===== src/rtl/mandel_view_regs.sv =====
// mandel_view_regs: AXI-Lite shadow/active view registers for the Mandelbrot pixel path.
// Software stages a shadow set; a commit copies it to the active outputs at the next frame_start.
module mandel_view_regs #(
   parameter int WORD_LENGTH = 64,
   parameter int FRAC        = 60,
   parameter int AXI_ADDR_W  = 8
) (
   input  logic                   s_axi_lite_aclk,
   input  logic                   periph_resetn,
   input  logic [AXI_ADDR_W-1:0]  s_axi_lite_awaddr,
   input  logic                   s_axi_lite_awvalid,
   output logic                   s_axi_lite_awready,
   input  logic [31:0]            s_axi_lite_wdata,
   input  logic                   s_axi_lite_wvalid,
   output logic                   s_axi_lite_wready,
   output logic [1:0]             s_axi_lite_bresp,
   output logic                   s_axi_lite_bvalid,
   input  logic                   s_axi_lite_bready,
   input  logic [AXI_ADDR_W-1:0]  s_axi_lite_araddr,
   input  logic                   s_axi_lite_arvalid,
   output logic                   s_axi_lite_arready,
   output logic [31:0]            s_axi_lite_rdata,
   output logic [1:0]             s_axi_lite_rresp,
   output logic                   s_axi_lite_rvalid,
   input  logic                   s_axi_lite_rready,
   input  logic                   frame_start,
   output logic [WORD_LENGTH-1:0] real_center,
   output logic [WORD_LENGTH-1:0] imag_center,
   output logic [WORD_LENGTH-1:0] zoom,
   output logic [15:0]            max_iter,
   output logic                   params_updated
);
   localparam logic [WORD_LENGTH-1:0] RST_RE = WORD_LENGTH'(0) - (WORD_LENGTH'(3) << (FRAC - 2));
   localparam logic [WORD_LENGTH-1:0] RST_ZM = WORD_LENGTH'(1024);
   localparam logic [15:0]            RST_IT = 16'd255;
   typedef enum logic [2:0] {W_IDLE, W_WAIT_W, W_WAIT_AW, W_DO, W_RESP} wstate_t;
   typedef enum logic [1:0] {R_IDLE, R_FETCH, R_DATA} rstate_t;
   wstate_t ws;
   rstate_t rs;
   logic [5:0] wa, ra;
   logic [31:0] wd, rd_word;
   logic [WORD_LENGTH-1:0] sh_re, sh_im, sh_zm;
   logic [15:0] sh_it, frame_cnt;
   logic pending;
   logic unused_addr_bits;
   assign unused_addr_bits = ^{s_axi_lite_awaddr[1:0], s_axi_lite_araddr[1:0]};
   // word address = byte address [7:2]; only indices 0..8 of the lowest 64 bytes exist
   function automatic logic addr_ok(input logic [5:0] a);
      return a[5:4] == 2'b00 && a[3:0] <= 4'd8;
   endfunction
   always_ff @(posedge s_axi_lite_aclk or negedge periph_resetn)
      if (!periph_resetn) begin
         ws <= W_IDLE;
         s_axi_lite_awready <= 1'b1;
         s_axi_lite_wready <= 1'b1;
         s_axi_lite_bvalid <= 1'b0;
         s_axi_lite_bresp <= 2'b00;
         wa <= '0;
         wd <= '0;
         sh_re <= RST_RE;
         sh_im <= '0;
         sh_zm <= RST_ZM;
         sh_it <= RST_IT;
         pending <= 1'b0;
      end else begin
         if (frame_start && pending) pending <= 1'b0;
         case (ws)
            W_IDLE: begin
               if (s_axi_lite_awvalid) wa <= s_axi_lite_awaddr[7:2];
               if (s_axi_lite_wvalid) wd <= s_axi_lite_wdata;
               if (s_axi_lite_awvalid && s_axi_lite_wvalid) begin
                  ws <= W_DO;
                  s_axi_lite_awready <= 1'b0;
                  s_axi_lite_wready <= 1'b0;
               end else if (s_axi_lite_awvalid) begin
                  ws <= W_WAIT_W;
                  s_axi_lite_awready <= 1'b0;
               end else if (s_axi_lite_wvalid) begin
                  ws <= W_WAIT_AW;
                  s_axi_lite_wready <= 1'b0;
               end
            end
            W_WAIT_W: if (s_axi_lite_wvalid) begin
               wd <= s_axi_lite_wdata;
               s_axi_lite_wready <= 1'b0;
               ws <= W_DO;
            end
            W_WAIT_AW: if (s_axi_lite_awvalid) begin
               wa <= s_axi_lite_awaddr[7:2];
               s_axi_lite_awready <= 1'b0;
               ws <= W_DO;
            end
            W_DO: begin
               s_axi_lite_bvalid <= 1'b1;
               s_axi_lite_bresp <= addr_ok(wa) ? 2'b00 : 2'b10;
               ws <= W_RESP;
               // a commit landing with frame_start is kept for the following frame
               if (addr_ok(wa))
                  case (wa[3:0])
                     4'd0: if (wd[0]) pending <= 1'b1;
                     4'd2: sh_re[31:0] <= wd;
                     4'd3: sh_re[63:32] <= wd;
                     4'd4: sh_im[31:0] <= wd;
                     4'd5: sh_im[63:32] <= wd;
                     4'd6: sh_zm[31:0] <= wd;
                     4'd7: sh_zm[63:32] <= wd;
                     4'd8: sh_it <= wd[15:0];
                     default: ;
                  endcase
            end
            W_RESP: if (s_axi_lite_bready) begin
               s_axi_lite_bvalid <= 1'b0;
               s_axi_lite_awready <= 1'b1;
               s_axi_lite_wready <= 1'b1;
               ws <= W_IDLE;
            end
            default: ws <= W_IDLE;
         endcase
      end
   always_comb begin
      rd_word = '0;
      if (addr_ok(ra))
         case (ra[3:0])
            4'd1: rd_word = {frame_cnt, 15'd0, pending};
            4'd2: rd_word = sh_re[31:0];
            4'd3: rd_word = sh_re[63:32];
            4'd4: rd_word = sh_im[31:0];
            4'd5: rd_word = sh_im[63:32];
            4'd6: rd_word = sh_zm[31:0];
            4'd7: rd_word = sh_zm[63:32];
            4'd8: rd_word = {16'd0, sh_it};
            default: rd_word = '0;
         endcase
   end
   always_ff @(posedge s_axi_lite_aclk or negedge periph_resetn)
      if (!periph_resetn) begin
         rs <= R_IDLE;
         ra <= '0;
         s_axi_lite_arready <= 1'b1;
         s_axi_lite_rvalid <= 1'b0;
         s_axi_lite_rdata <= '0;
         s_axi_lite_rresp <= 2'b00;
      end else
         case (rs)
            R_IDLE: if (s_axi_lite_arvalid) begin
               ra <= s_axi_lite_araddr[7:2];
               s_axi_lite_arready <= 1'b0;
               rs <= R_FETCH;
            end
            R_FETCH: begin
               s_axi_lite_rdata <= rd_word;
               s_axi_lite_rresp <= addr_ok(ra) ? 2'b00 : 2'b10;
               s_axi_lite_rvalid <= 1'b1;
               rs <= R_DATA;
            end
            R_DATA: if (s_axi_lite_rready) begin
               s_axi_lite_rvalid <= 1'b0;
               s_axi_lite_arready <= 1'b1;
               rs <= R_IDLE;
            end
            default: rs <= R_IDLE;
         endcase
   always_ff @(posedge s_axi_lite_aclk or negedge periph_resetn)
      if (!periph_resetn) begin
         real_center <= RST_RE;
         imag_center <= '0;
         zoom <= RST_ZM;
         max_iter <= RST_IT;
         frame_cnt <= '0;
         params_updated <= 1'b0;
      end else begin
         params_updated <= frame_start && pending;
         if (frame_start) frame_cnt <= frame_cnt + 16'd1;
         if (frame_start && pending) begin
            real_center <= sh_re;
            imag_center <= sh_im;
            zoom <= sh_zm;
            max_iter <= sh_it;
         end
      end
endmodule

===== config.mk =====
export PLATFORM = sky130hd
export DESIGN_NAME = mandel_view_regs
export DESIGN_NICKNAME = d
export VERILOG_FILES = /design/src/rtl/mandel_view_regs.sv
export SDC_FILE = /design/constraint.sdc
export NUM_CORES = 1
export LEC_CHECK = 0
export BUFFER_PORTS_ARGS = -buffer_cell sky130_fd_sc_hd__buf_4
export CORE_AREA = 3 3 196 198
export CTS_BUF_LIST = sky130_fd_sc_hd__clkbuf_8 sky130_fd_sc_hd__clkbuf_16
export CTS_CLUSTER_DIAMETER = 50
export DETAILED_ROUTE_END_ITERATION = 12
export DIE_AREA = 0 0 199 201
export PLACE_DENSITY = 0.8
export SYNTH_ARGS = -nofsm -noshare
export SYNTH_HDL_FRONTEND = slang
export SYNTH_SLANG_ARGS = --single-unit

===== constraint.sdc =====
create_clock -name s_axi_lite_aclk -period 2.8 [get_ports s_axi_lite_aclk]
set_input_delay 0.56 -clock s_axi_lite_aclk [delete_from_list [all_inputs] [get_ports s_axi_lite_aclk]]
set_output_delay 0.56 -clock s_axi_lite_aclk [all_outputs]
set_load 0.05 [all_outputs]

Yosys cells after proc, flatten, opt, wreduce, memory -nomap -nowiden
Index checks and enable logic that the tools add are counted.

Reduce and logical (&&, ||, !) cells: 33. Equality and inequality tests: 28. Magnitude comparators: 2. Multiplexer cells: 34. $add $sub $neg: 1.

Operators by type and width (count): $pmux 32 s8 (1); $eq 4x3->1 const B (8); $mux 32 (1); $reduce_and 3->1 (9); $mux 3 (6); $add 16x1->16 const B (1); $eq 4x2->1 const B (4); $mux 1 (15); $pmux 3 s5 (1); $reduce_and 2->1 (7); $ne 2x2->1 const B (5); $eq 4x4->1 const B (2); $le 4x4->1 const B (2); $mux 2 (4); $eq 3x2->1 const B (2); $logic_not 2->1 (3); $pmux 1 s2 (3); $pmux 1 s3 (2); $pmux 2 s3 (1); $reduce_bool 2->1 (3); $reduce_bool 3->1 (2); $eq 4x1->1 const B (1); $logic_and 1x1->1 (4); $logic_not 4->1 (1); 9 further kinds (10).

Register bits after elaboration: 524. Output and inout bits: 250.

Logic depth before layout (Yosys ltp)
Gate-level depths: netlist of run 1.

Word-level depth: 6. Mapped depth: 7. Depth with buffers taken out: 4.

Worst setup path before layout of run 1
Ideal clock, no wire load.

Path type: in2reg. From: input frame_start. To: register imag_center[15]. Setup slack: 0.858 ns. Arrival time: 1.817 ns. Stages: 5. Data required time: 2.675 ns. Library setup time: 0.125 ns. Path through: clkbuf_1 -> nand2_1 -> clkbuf_1 -> clkbuf_1 -> mux2_2.

Word-level cells in the longest chain between the ends: 1.

RTL lines: from (decl) (RTL line 26) `input logic frame_start,`; $logic_and 1x1->1 (RTL line 174) `if (frame_start && pending) begin`; to (signal assigned) (RTL line 176) `imag_center <= sh_im;`; to (decl) (RTL line 28) `output logic [WORD_LENGTH-1:0] imag_center,`.

Every way passes these cells. A chain may end at the register's enable or synchronous reset.

Final worst setup path of run 1
From: register ra[0]. To: register s_axi_lite_rdata[20].

Word-level cells in the longest chain between the ends: 3.

RTL lines: from (decl) (RTL line 40) `logic [5:0] wa, ra;`; from (signal assigned) (RTL line 146) `ra <= s_axi_lite_araddr[7:2];`; $eq 4x4->1 (tied with other cells) (RTL line 123) `case (ra[3:0])`; $pmux 32 s8 / $logic_and 1x1->1 (equally long branches) (RTL line 123, 49); $mux 32 * (RTL line 122) `if (addr_ok(ra))`; to (signal assigned) (RTL line 151) `s_axi_lite_rdata <= rd_word;`; to (decl) (RTL line 22) `output logic [31:0] s_axi_lite_rdata,`.

Mark *: on every way between the ends. The rest lies on a longest branch, timed or not.

==> metrics.md, run 1 <==
| Metric | Value |
|---|---|
| Outcome | `completed` |
| Die ar. | `40000 µm²` |
| Synth Area in Compound Gates | `between 4 and 5%` |
| Half-perimeter wire length after detailed placement | `36400 µm` |
| First-pass GRT wire length | `around 85000 µm` |
| Number of port buffers | `299` |
| Initial antenna violation count | `0` |
| Vias in the first global route | `14400` |
| GR Overflow Total | `0` |
| Layout cell share with drive strength beyond 1 | `52.7%` |
| Post-DP Area | `24200 µm²` |
| Fill count | `2433` |
| Main synth FF type | `dfrtp_1` |
| Root buffer cell | `clkbuf_16` |
| CTS tree | `yes` |
| Critical Path RT | `3.29 ns` |
| DIE WIDTH | `just under 200 µm` |
| Kind of end point of the critical path | `flip-flop` |
| Placed cells | `between 2000 and 2500` |
| Placeable Area | `between 30000 and 40000 µm²` |
| Design area | `26100 µm²` |
| Post-synthesis cell count | `1436` |
| WL/cell | `24.0 µm` |
| Period Utilization, post-route | `84.1%` |
| 1st-pass router iterations | `5` |
| Seq cells post-synth | `522` |
| Crit path kind | `flip-flop to flip-flop` |
| Largest net degree at the start of global routing | `89` |
| Switching part of the total | `31.9%` |
| Gpl congestion | `around 0.8` |
| Adder-cell share of the synthesized area | `0.0588%` |
| Asr flop ratio synth | `100%` |
| Num CTS Buffers | `53` |
| Total vias in the final route | `13400` |
| F_max | `0.425 GHz` |
| Average vias per placed instance | `a little under 6` |
| RSZ-0062 raised after global routing | `no` |
| Yosys top cell area share | `57.8%` |
| Startpoint Class | `flip-flop` |
| Dpl ws | `0.479 ns` |
| Initial drt markers | `~730` |
| Number of synthesized flops with an enable pin | `0` |
| Int Pwr | `around 17 mW` |
| Setup ws final | `about 0.44 ns` |
| Starting Density | `about 58%` |
| Post-cts sizing count | `0` |
| Register share of total power | `between 40% and 50%` |
| Register area share after synthesis | `61.6%` |
| Reg clk slew, reported paths | `0.06 ns` |
| Yosys Warn Count | `0` |
| Post-synthesis simple-gate area fraction | `under 10%` |
| Final Skew | `0.0160 ns` |
| Post-CTS Setup Repair Bufs | `0` |
| Maximum vdd drop | `554 µV` |
| Xor-xnor portion of the synthesized cell area | `0.618%` |
| Switching power | `7.76 mW` |
| Number of max-cap violations | `0` |
| Clk network pwr share | `30.1%` |
| Clk buf depth | `3` |
| Proportion of synthesized area in mux cells | `28.1%` |
| Mapped cell area | `21300 µm²` |
| GRT Util Overall | `between 20% and 30%` |
| Synthesis-to-layout area growth | `22.7%` |
| Ports | `306` |
| Final Slew Violations | `0` |
| Endpoints failing hold | `0` |
| Static Leak | `around 13 nW` |
| Critical path arrival | `2.84 ns` |
| Cell with the most instances after synthesis | `dfrtp_1` |
| Synth area leaders | `dfrtp_1, mux2_2, dfstp_2` |
| Slew HR | `a little under a third` |
| Synth unique cells | `51` |
| Comb power frac | `between 20% and 30%` |
| Avg Inst Size Synth | `14.8 µm²` |
| DIE HEIGHT | `between 200 and 250 µm` |
| H-tree Lvls | `2` |
| Residual DRC | `0` |
| Class of the worst hold path | `primary input to flip-flop` |
| Largest family of logic cells by synthesized area | `multiplexers` |
| Power Total | `24.3 mW` |
| Number of diodes | `0` |
| Slew @ Worst Pin | `between 1 and 1.5 ns` |
| Final std cells w/o fill | `2259` |
| Clk Latency, worst-skew pair | `roughly 0.59 ns` |
| Most frequent cells after synthesis | `dfrtp_1, mux2_2, mux2i_1, nand2_1, buf_2` |
| Post-synth top area cell | `dfrtp_1` |
| Clk sinks | `522` |
| Setup TNS | `0 ns` |
| Final layout net count | `1806` |
| Power Dens Cells | `934 nW/µm²` |
| Rows | `70` |
| Antenna-violating nets left | `0` |
| Post-Route WL | `54300 µm` |
| CTS Hold Bufs | `1` |
| Final setup fails | `0` |
| CP max FO | `19` |
| Min cycle time layout | `2.36 ns` |
[path summary, 6_finish.rpt]
kind                                         to                start  slack (ns)  cells after the start
setup / recovery           s_axi_lite_rdata[20]                ra[0]        0.44                      4
max in group asynchronous  s_axi_lite_rdata[15]        periph_resetn        1.42                      4
hold / removal                            wd[7]  s_axi_lite_wdata[7]        0.20                      2
min in group asynchronous              zoom[28]        periph_resetn        0.50                      2
hold reg to reg                   frame_cnt[15]        frame_cnt[15]        0.48                      1
setup reg to reg           s_axi_lite_rdata[20]                ra[0]        0.44                      4
[metrics by stage]
stage | hold slack (ns) | utilization [%]
2_1_floorplan | 0.264 | -
3_3_place_gp | 0.466 | 66.0
3_5_place_dp | 0.475 | 66.0
4_1_cts | 0.176 | 71.1
5_1_grt | 0.183 | 71.1
6_report | 0.205 | 71.1
[final cells by class]
class                           instances  area [µm²]  area share (%)
Timing Repair Buffer                  344        2740            10.5
Clock buffer                           65        1510            5.80
Multi-Input combinational cell        818        7770            29.8
Tap cell                              468         586            2.25
Sequential cell                       522       13100            50.2
Inverter                               10        37.5           0.144
Clock inverter                         32         323            1.24
[cell usage in the layout, fill, tap and decap left out, drive strengths merged, types with 2 or more instances in the layout]
cell type,n
o21ai,43
a22o,9
xor2,8
nand3b,9
nand4b,2
inv,30
conb,2
dfstp,31
mux2i,61
nand3,8
dfrtp,491
o22ai,29
clkbuf,65
nor4,3
a32oi,2
xnor2,7
nor4b,2
a311oi,3
mux4,3
buf,343
nor3b,2
clkinv,4
o31a,4
nand4,3
a221oi,24
or2,2
a21oi,14
nor2,26
and3,6
mux2,470
nand2,51
or3b,2
nor2b,5
and4,3
bufinv,7
nand2b,7
[kinds of logic (layout without fill, tap and decap cells)]
logic type,after synthesis,after routing
XOR/XNOR,15,15
AND/OR/NAND/NOR,134,134
multiplexers,534,534
flip-flops,522,522
other,1,2
buffers and inverters,97,451
adder cells (fa/ha/maj),1,1
AO/OA/AOI/OAI,132,132
[critical path: stages, from the launching register on]
cell	delay [ns]
dfrtp_4	0.49
o31a_1	0.32
or4_2	0.91
buf_4	0.34
o21ai_0	0.22
[registers in the layout (all words and copies together), names as in the netlist, 2 cells and up]
| signal | count |
|---|---|
| wa | 6 |
| sh_re | 64 |
| ra | 6 |
| wd | 32 |
| sh_zm | 64 |
| real_center | 64 |
| zoom | 64 |
| s_axi_lite_rdata | 32 |
| sh_im | 64 |
| max_iter | 16 |
| ws | 3 |
| sh_it | 16 |
| frame_cnt | 16 |
| imag_center | 64 |
| rs | 2 |
[power groups by stage]
stage	clock, mW	combinational [mW]	sequential [mW]
after floorplan	0	3.57	11.2
after global placement	0	5.43	11.3
after detailed placement	0	5.60	11.5
after CTS	7.45	5.65	11.3
after global routing	7.77	6.03	11.7
final	7.33	5.63	11.4
[per-layer routing]
layer,up-vias,routed length (µm),GRT usage (%)
met4,0,1850,9.94
met1,6986,23000,37.5
li1,5818,-,-
met5,-,0,0
met3,115,3780,6.21
met2,445,25700,43.9
No activity file was read; power rests on OpenSTA's default activity.
==> run 2: changes to the inputs <==
Settings changed: CORE_AREA 3 3 196 198 to 3 3 198 200, DIE_AREA 0 0 199 201 to 0 0 201 203, PLACE_DENSITY 0.8 to 0.79.
Clock period 2.8 ns to 2.3 ns, I/O delays scaled along.
==> run 2 against run 1 <==
- non-clock buffer count up 7
- routed wire length up 2.5%
- first-iteration DRC count down 6.6%
- critical path depth up 2
- count of clock-buffer cells in the layout down 4
- sequential power up 22%
- die area up 2.0%
- maximum frequency up 14%
- critical endpoint is now s_axi_lite_rdata[14]
==> metrics.md, run 2 (synthesis results as in run 1) <==
| Metric | Value |
|---|---|
| Outcome | `completed (unchanged)` |
| Number of port buffers | `299 (unchanged)` |
| Final Skew | `0.0220 ns (was 0.0160 ns)` |
| Ports | `306 (unchanged)` |
| Final Slew Violations | `0 (unchanged)` |
| Placed cells | `2210 (was 2161)` |
| Endpoints failing hold | `0 (unchanged)` |
| Synthesis-to-layout area growth | `22.6% (was 22.7%)` |
| First-pass GRT wire length | `85200 µm (was 84700 µm)` |
| Root buffer cell | `clkbuf_16 (unchanged)` |
| Class of the worst hold path | `primary input to flip-flop (unchanged)` |
| Reg clk slew, reported paths | `0.06 ns (about the same)` |
| Gpl congestion | `0.809 (was 0.797)` |
| RSZ-0062 raised after global routing | `no (unchanged)` |
| Most frequent cells in the layout | `dfrtp_1, mux2_2, buf_4 (unchanged)` |
| DIE WIDTH | `201 µm (was 199 µm)` |
| Commonest non-fill, non-tap cell in the layout | `dfrtp_1 (unchanged)` |
| Clk sinks | `522 (unchanged)` |
| 1st-pass router iterations | `4 (was 5)` |
| GR Overflow Total | `0 (unchanged)` |
| Startpoint Class | `flip-flop (unchanged)` |
| CP max FO | `26 (was 19)` |
| Maximum vdd drop | `948 µV (was 554 µV)` |
| Number of diodes | `0 (unchanged)` |
| Critical Path RT | `2.81 ns (was 3.29 ns)` |
| F_max | `0.484 GHz (was 0.425 GHz)` |
| GRT Util Overall | `27.2% (was 27.6%)` |
| Clk Latency, worst-skew pair | `0.59 ns (about the same)` |
| Vias in the first global route | `14300 (was 14400)` |
| Crit path kind | `flip-flop to flip-flop (unchanged)` |
| Slew HR | `36.9% (was 30.5%)` |
| Placeable Area | `37600 µm² (was 36700 µm²)` |
| Final layout net count | `1812 (was 1806)` |
| Starting Density | `56.6% (was 57.9%)` |
| H-tree Lvls | `2 (unchanged)` |
| Critical path arrival | `2.57 ns (was 2.84 ns)` |
| Residual DRC | `0 (unchanged)` |
| Setup TNS | `0 ns (unchanged)` |
| Clk buf depth | `3 (unchanged)` |
| Antenna-violating nets left | `0 (unchanged)` |
| Total vias in the final route | `13400 (about the same)` |
| Initial antenna violation count | `0 (unchanged)` |
| Rows | `71 (was 70)` |
| Post-Route WL | `55700 µm (was 54300 µm)` |
| CTS tree | `yes (unchanged)` |
| Number of max-cap violations | `0 (unchanged)` |
| Half-perimeter wire length after detailed placement | `36500 µm (was 36400 µm)` |
| Initial drt markers | `683 (was 731)` |
| Kind of end point of the critical path | `flip-flop (unchanged)` |
| Post-DP Area | `24300 µm² (was 24200 µm²)` |
| Period Utilization, post-route | `89.9% (was 84.1%)` |
| Power Dens Cells | `1120 nW/µm² (was 934 nW/µm²)` |
| Static Leak | `13.4 nW (about the same)` |
| Num CTS Buffers | `52 (was 53)` |
| Post-CTS Setup Repair Bufs | `0 (unchanged)` |
| Final std cells w/o fill | `2308 (was 2259)` |
| Average vias per placed instance | `5.82 (was 5.92)` |
| Design area | `26100 µm² (about the same)` |
| Slew @ Worst Pin | `0.943 ns (was 1.04 ns)` |
| Die ar. | `40800 µm² (was 40000 µm²)` |
| Min cycle time layout | `2.07 ns (was 2.36 ns)` |
| Final setup fails | `0 (unchanged)` |
| DIE HEIGHT | `203 µm (was 201 µm)` |
| WL/cell | `24.1 µm (was 24.0 µm)` |
| Largest net degree at the start of global routing | `88 (was 89)` |
| Layout cell share with drive strength beyond 1 | `53.4% (was 52.7%)` |
run 2: what timing repair did:
action                     in CTS  in global routing
hold endpoints to repair       34                  0
gates resized for setup         0                  3
hold buffers                    1                  0
setup endpoints to repair       0                  7
run 2: power by group:
part           internal, mW  switching [mW]  total (mW)
clock                  4.79            3.54        8.34
sequential             11.5            2.30        13.9
combinational          3.32            3.76        7.08
run 2: metal layers:
metal / vias to the layer above / track usage, % / wire length [µm]
met5: - / 0 / 0
met4: 0 / 8.81 / 1760
met3: 108 / 7.22 / 4110
met2: 455 / 44.5 / 27000
met1: 7023 / 35.8 / 22800
li1: 5839 / - / -
run 2: stage by stage:
step / utilization, % / setup WS, ns / total power, mW / hold slack, ns
5_1_grt: 69.4 / 0.125 / 30.6 / 0.0863
2_1_floorplan: - / 0.458 / 18.0 / 0.164
3_3_place_gp: 64.7 / 0.152 / 20.5 / 0.432
4_1_cts: 69.3 / 0.0472 / 29.3 / 0.0771
3_5_place_dp: 64.7 / 0.0922 / 20.9 / 0.433
6_report: 69.4 / 0.232 / 29.3 / 0.107
run 2: worst max-delay path, stage by stage (launching register included):
cell and delay [ns]:
dfrtp_4 0.52, buf_16 0.21, buf_4 0.23, nor3b_1 0.57
a32oi_1 0.12, o31a_1 0.28, o21ai_0 0.07
run 2: worst paths after layout:
check                      slack [ns]                 from                    to  cells past startpoint
min reg2reg                      0.47        frame_cnt[15]         frame_cnt[15]                      1
min                              0.11  s_axi_lite_wdata[7]                 wd[7]                      2
max in group asynchronous        1.05        periph_resetn              zoom[20]                      3
min in group asynchronous        0.43        periph_resetn             sh_zm[57]                      2
max                              0.23                ra[0]  s_axi_lite_rdata[14]                      6
max reg2reg                      0.23                ra[0]  s_axi_lite_rdata[14]                      6
run 2: layout make-up:
cell class / count / area [µm²]
Sequential cell: 522 / 13100
Multi-Input combinational cell: 818 / 7780
Tap cell: 511 / 639
Inverter: 10 / 37.5
Clock inverter: 35 / 260
Clock buffer: 61 / 1440
Fill cell: 2604 / 11500
Timing Repair Buffer: 351 / 2810
==> run 3: changes to the inputs <==
Settings changed: ABC_AREA set to 1.
==> run 3 against run 2 <==
- clock skew fell by 0.012 ns
- combinational power rose by 75%
- register-to-register slack improved by 0.10 ns
- area after synthesis rose by 0.68%
- sequential share of layout area fell by 0.26 points
- largest cell class unchanged
- largest power group unchanged
==> metrics.md, run 3 <==
| Metric | Value |
|---|---|
| Commonest non-fill, non-tap cell in the layout | `nand2_1 (was dfrtp_1)` |
| Core Util, Final | `69.7% (was 69.4%)` |
| CP startpoint | `ws[2] (was ra[0])` |
| Largest net degree at the start of global routing | `172 (was 88)` |
| Worst reg2reg path startpoint | `ws[2] (was ra[0])` |
| Hold path depth | `3 (was 2)` |
| Final layout net count | `2834 (was 1812)` |
| Synth unique cells | `29 (was 51)` |
| Most frequent cells after synthesis | `nand2_1, dfrtp_1, o21ai_0, nand3_1, nor2_1 (was dfrtp_1, mux2_2, mux2i_1, nand2_1, buf_2)` |
| DIE WIDTH | `201 µm (unchanged)` |
| Main synth FF type | `dfrtp_1 (unchanged)` |
| Average vias per placed instance | `5.50 (was 5.82)` |
| Register-to-Register Setup Slack | `0.33 ns (was 0.23 ns)` |
| Gpl congestion | `0.881 (was 0.809)` |
| Startpoint Class | `flip-flop (unchanged)` |
| R2R Path End | `sh_im[59] (was s_axi_lite_rdata[14])` |
| Number of synthesized flops with an enable pin | `0 (unchanged)` |
| Static Leak | `14.2 nW (was 13.4 nW)` |
| Die ar. | `40800 µm² (unchanged)` |
| Crit path top cell by count | `nand3_2` |
| Slowest stage cell, crit path | `dfrtp_1 (was nor3b_1)` |
| Ports | `306 (unchanged)` |
| Clk sinks | `522 (unchanged)` |
| Residual DRC | `0 (unchanged)` |
| Critical Path Max Stage Delay | `0.43 ns (was 0.57 ns)` |
| WL/cell | `19.0 µm (was 24.1 µm)` |
| CP max FO | `64 (was 26)` |
| Final Slew Violations | `0 (unchanged)` |
| Slew @ Worst Pin | `0.911 ns (was 0.943 ns)` |
| Post-DP Area | `24400 µm² (was 24300 µm²)` |
| Cell with the most instances after synthesis | `nand2_1 (was dfrtp_1)` |
| 1st-pass router iterations | `6 (was 4)` |
| GR Overflow Total | `0 (unchanged)` |
| Setup TNS | `0 ns (unchanged)` |
| H-tree Lvls | `2 (unchanged)` |
| Most frequent cells in the layout | `nand2_1, dfrtp_1, buf_4 (was dfrtp_1, mux2_2, buf_4)` |
| Kind of end point of the critical path | `flip-flop (unchanged)` |
| Power Dens Cells | `1340 nW/µm² (was 1120 nW/µm²)` |
| Critical Path RT | `2.74 ns (was 2.81 ns)` |
| Total vias in the final route | `18300 (was 13400)` |
| Placeable Area | `37600 µm² (unchanged)` |
| Starting Density | `57.0% (was 56.6%)` |
| Crit path kind | `flip-flop to flip-flop (unchanged)` |
| Critical path arrival | `2.41 ns (was 2.57 ns)` |
| CP cell instances | `inv_2, nand3_2, nor3_4, nand3_2, buf_4, nand2_1, o21ai_0 (was buf_16, buf_4, nor3b_1, a32oi_1, o31a_1, o21ai_0)` |
| Final Skew | `0.00992 ns (was 0.0220 ns)` |
| Dpl ws | `0.358 ns (was 0.0922 ns)` |
| Final setup fails | `0 (unchanged)` |
| Post-synthesis cell count | `2518 (was 1436)` |
| Num CTS Buffers | `53 (was 52)` |
| DIE HEIGHT | `203 µm (unchanged)` |
| Initial drt markers | `1932 (was 683)` |
| Setup ws final | `0.332 ns (was 0.232 ns)` |
| Seq cells post-synth | `522 (unchanged)` |
| Power Total | `35.2 mW (was 29.3 mW)` |
| Half-perimeter wire length after detailed placement | `42300 µm (was 36500 µm)` |
| Design area | `26200 µm² (was 26100 µm²)` |
| Clk Latency, worst-skew pair | `0.59 ns (about the same)` |
| Number of max-cap violations | `0 (unchanged)` |
| Number of port buffers | `299 (unchanged)` |
| Mapped cell area | `21400 µm² (was 21300 µm²)` |
| Slew HR | `39.3% (was 36.9%)` |
| Synthesis-to-layout area growth | `22.4% (was 22.6%)` |
| Cells on worst reg2reg path | `7 (was 6)` |
| Layout cell share with drive strength beyond 1 | `17.1% (was 53.4%)` |
| Avg Inst Size Synth | `8.50 µm² (was 14.8 µm²)` |
| CTS tree | `yes (unchanged)` |
| First-pass GRT wire length | `99600 µm (was 85200 µm)` |
| Clk buf depth | `3 (unchanged)` |
| Rows | `71 (unchanged)` |
| Worst hold start | `s_axi_lite_awaddr[7] (was s_axi_lite_wdata[7])` |
| Class of the worst hold path | `primary input to flip-flop (unchanged)` |
| Synth area leaders | `dfrtp_1, nand2_1, o21ai_0 (was dfrtp_1, mux2_2, dfstp_2)` |
| Root buffer cell | `clkbuf_16 (unchanged)` |
| Yosys Warn Count | `0 (unchanged)` |
| Min cycle time layout | `1.97 ns (was 2.07 ns)` |
| Yosys top cell area share | `57.4% (was 57.8%)` |
| RSZ-0062 raised after global routing | `no (unchanged)` |
| Outcome | `completed (unchanged)` |
| F_max | `0.508 GHz (was 0.484 GHz)` |
| Post-Route WL | `63200 µm (was 55700 µm)` |
| Vias in the first global route | `17600 (was 14300)` |
| Endpoints failing hold | `0 (unchanged)` |
| Period Utilization, post-route | `85.5% (was 89.9%)` |
| Post-synth top area cell | `dfrtp_1 (unchanged)` |
| Initial antenna violation count | `1 (was 0)` |
| WHS Endpoint | `wa[5] (was wd[7])` |
| Reg clk slew, reported paths | `0.06 ns (about the same)` |
| Asr flop ratio synth | `100% (unchanged)` |
| Antenna-violating nets left | `0 (unchanged)` |
| Register area share after synthesis | `61.2% (was 61.6%)` |
| GRT Util Overall | `30.9% (was 27.2%)` |
| Maximum vdd drop | `1030 µV (was 948 µV)` |
run 3: power breakdown:
group          leakage [nW]  switching [mW]  internal, mW  total, mW
clock network         0.936            3.61          5.09       8.70
registers              6.91            2.07          12.1       14.1
logic                  6.30            9.06          3.29       12.4
total                  14.2            14.7          20.4       35.2
run 3: worst max-delay path by stage:
stage | to | cells past startpoint
floorplan | imag_center[10] | 7
global placement | sh_zm[55] | 7
detailed placement | sh_zm[44] | 6
CTS | sh_zm[49] | 7
global route | sh_zm[54] | 7
finish | sh_im[59] | 7
run 3: kinds of logic (layout without fill, tap and decap cells):
| logic type | Yosys count | after routing | share of synthesized area [%] |
|---|---|---|---|
| other cells | 1 | 3 | 0.0175 |
| xor+xnor | 12 | 12 | 0.491 |
| flops | 522 | 522 | 61.2 |
| fa+ha+maj | 1 | 1 | 0.0584 |
| simple gates | 1441 | 1441 | 26.8 |
| compound gates | 298 | 298 | 7.01 |
| buf+inv | 243 | 544 | 4.39 |
run 3: critical path: cells and delay by family, from the launching register on:
family	cells	cell delay, ns
simple gates	4	0.77
buf+inv	2	0.47
flops	1	0.43
compound gates	1	0.10
run 3: area by class of cell:
cell class              instances  area [µm²]
repair buffers                346        2870
inverters                     100         378
flip-flops and latches        522       13100
multi-input cells            1754        7420
diodes                          1        2.50
well taps                     511         639
clock inverters                30         230
fillers                      2984       11400
clock buffers                  68        1560
run 3: timing repair:
action	4_1_cts	5_1_grt
hold buffers	1	0
setup buffers	0	0
endpoints found under the hold margin	13	0
gates resized for setup	0	0
run 3: metrics by stage:
| step | cells | hold WS [ns] |
|---|---|---|
| after floorplan | 2519 | 0.164 |
| after global placement | 3232 | 0.349 |
| after detailed placement | 3232 | 0.352 |
| after CTS | 3331 | 0.0519 |
| after global routing | 3332 | 0.0767 |
| final | 3332 | 0.0782 |
run 3: metal layers:
metal	vias up	share of wire (%)	global-route usage, %
met3	103	11	8.13
met5	-	0	0
met2	893	43	44.7
met4	0	2.5	9.39
met1	8818	44	46.2
li1	8505	-	-
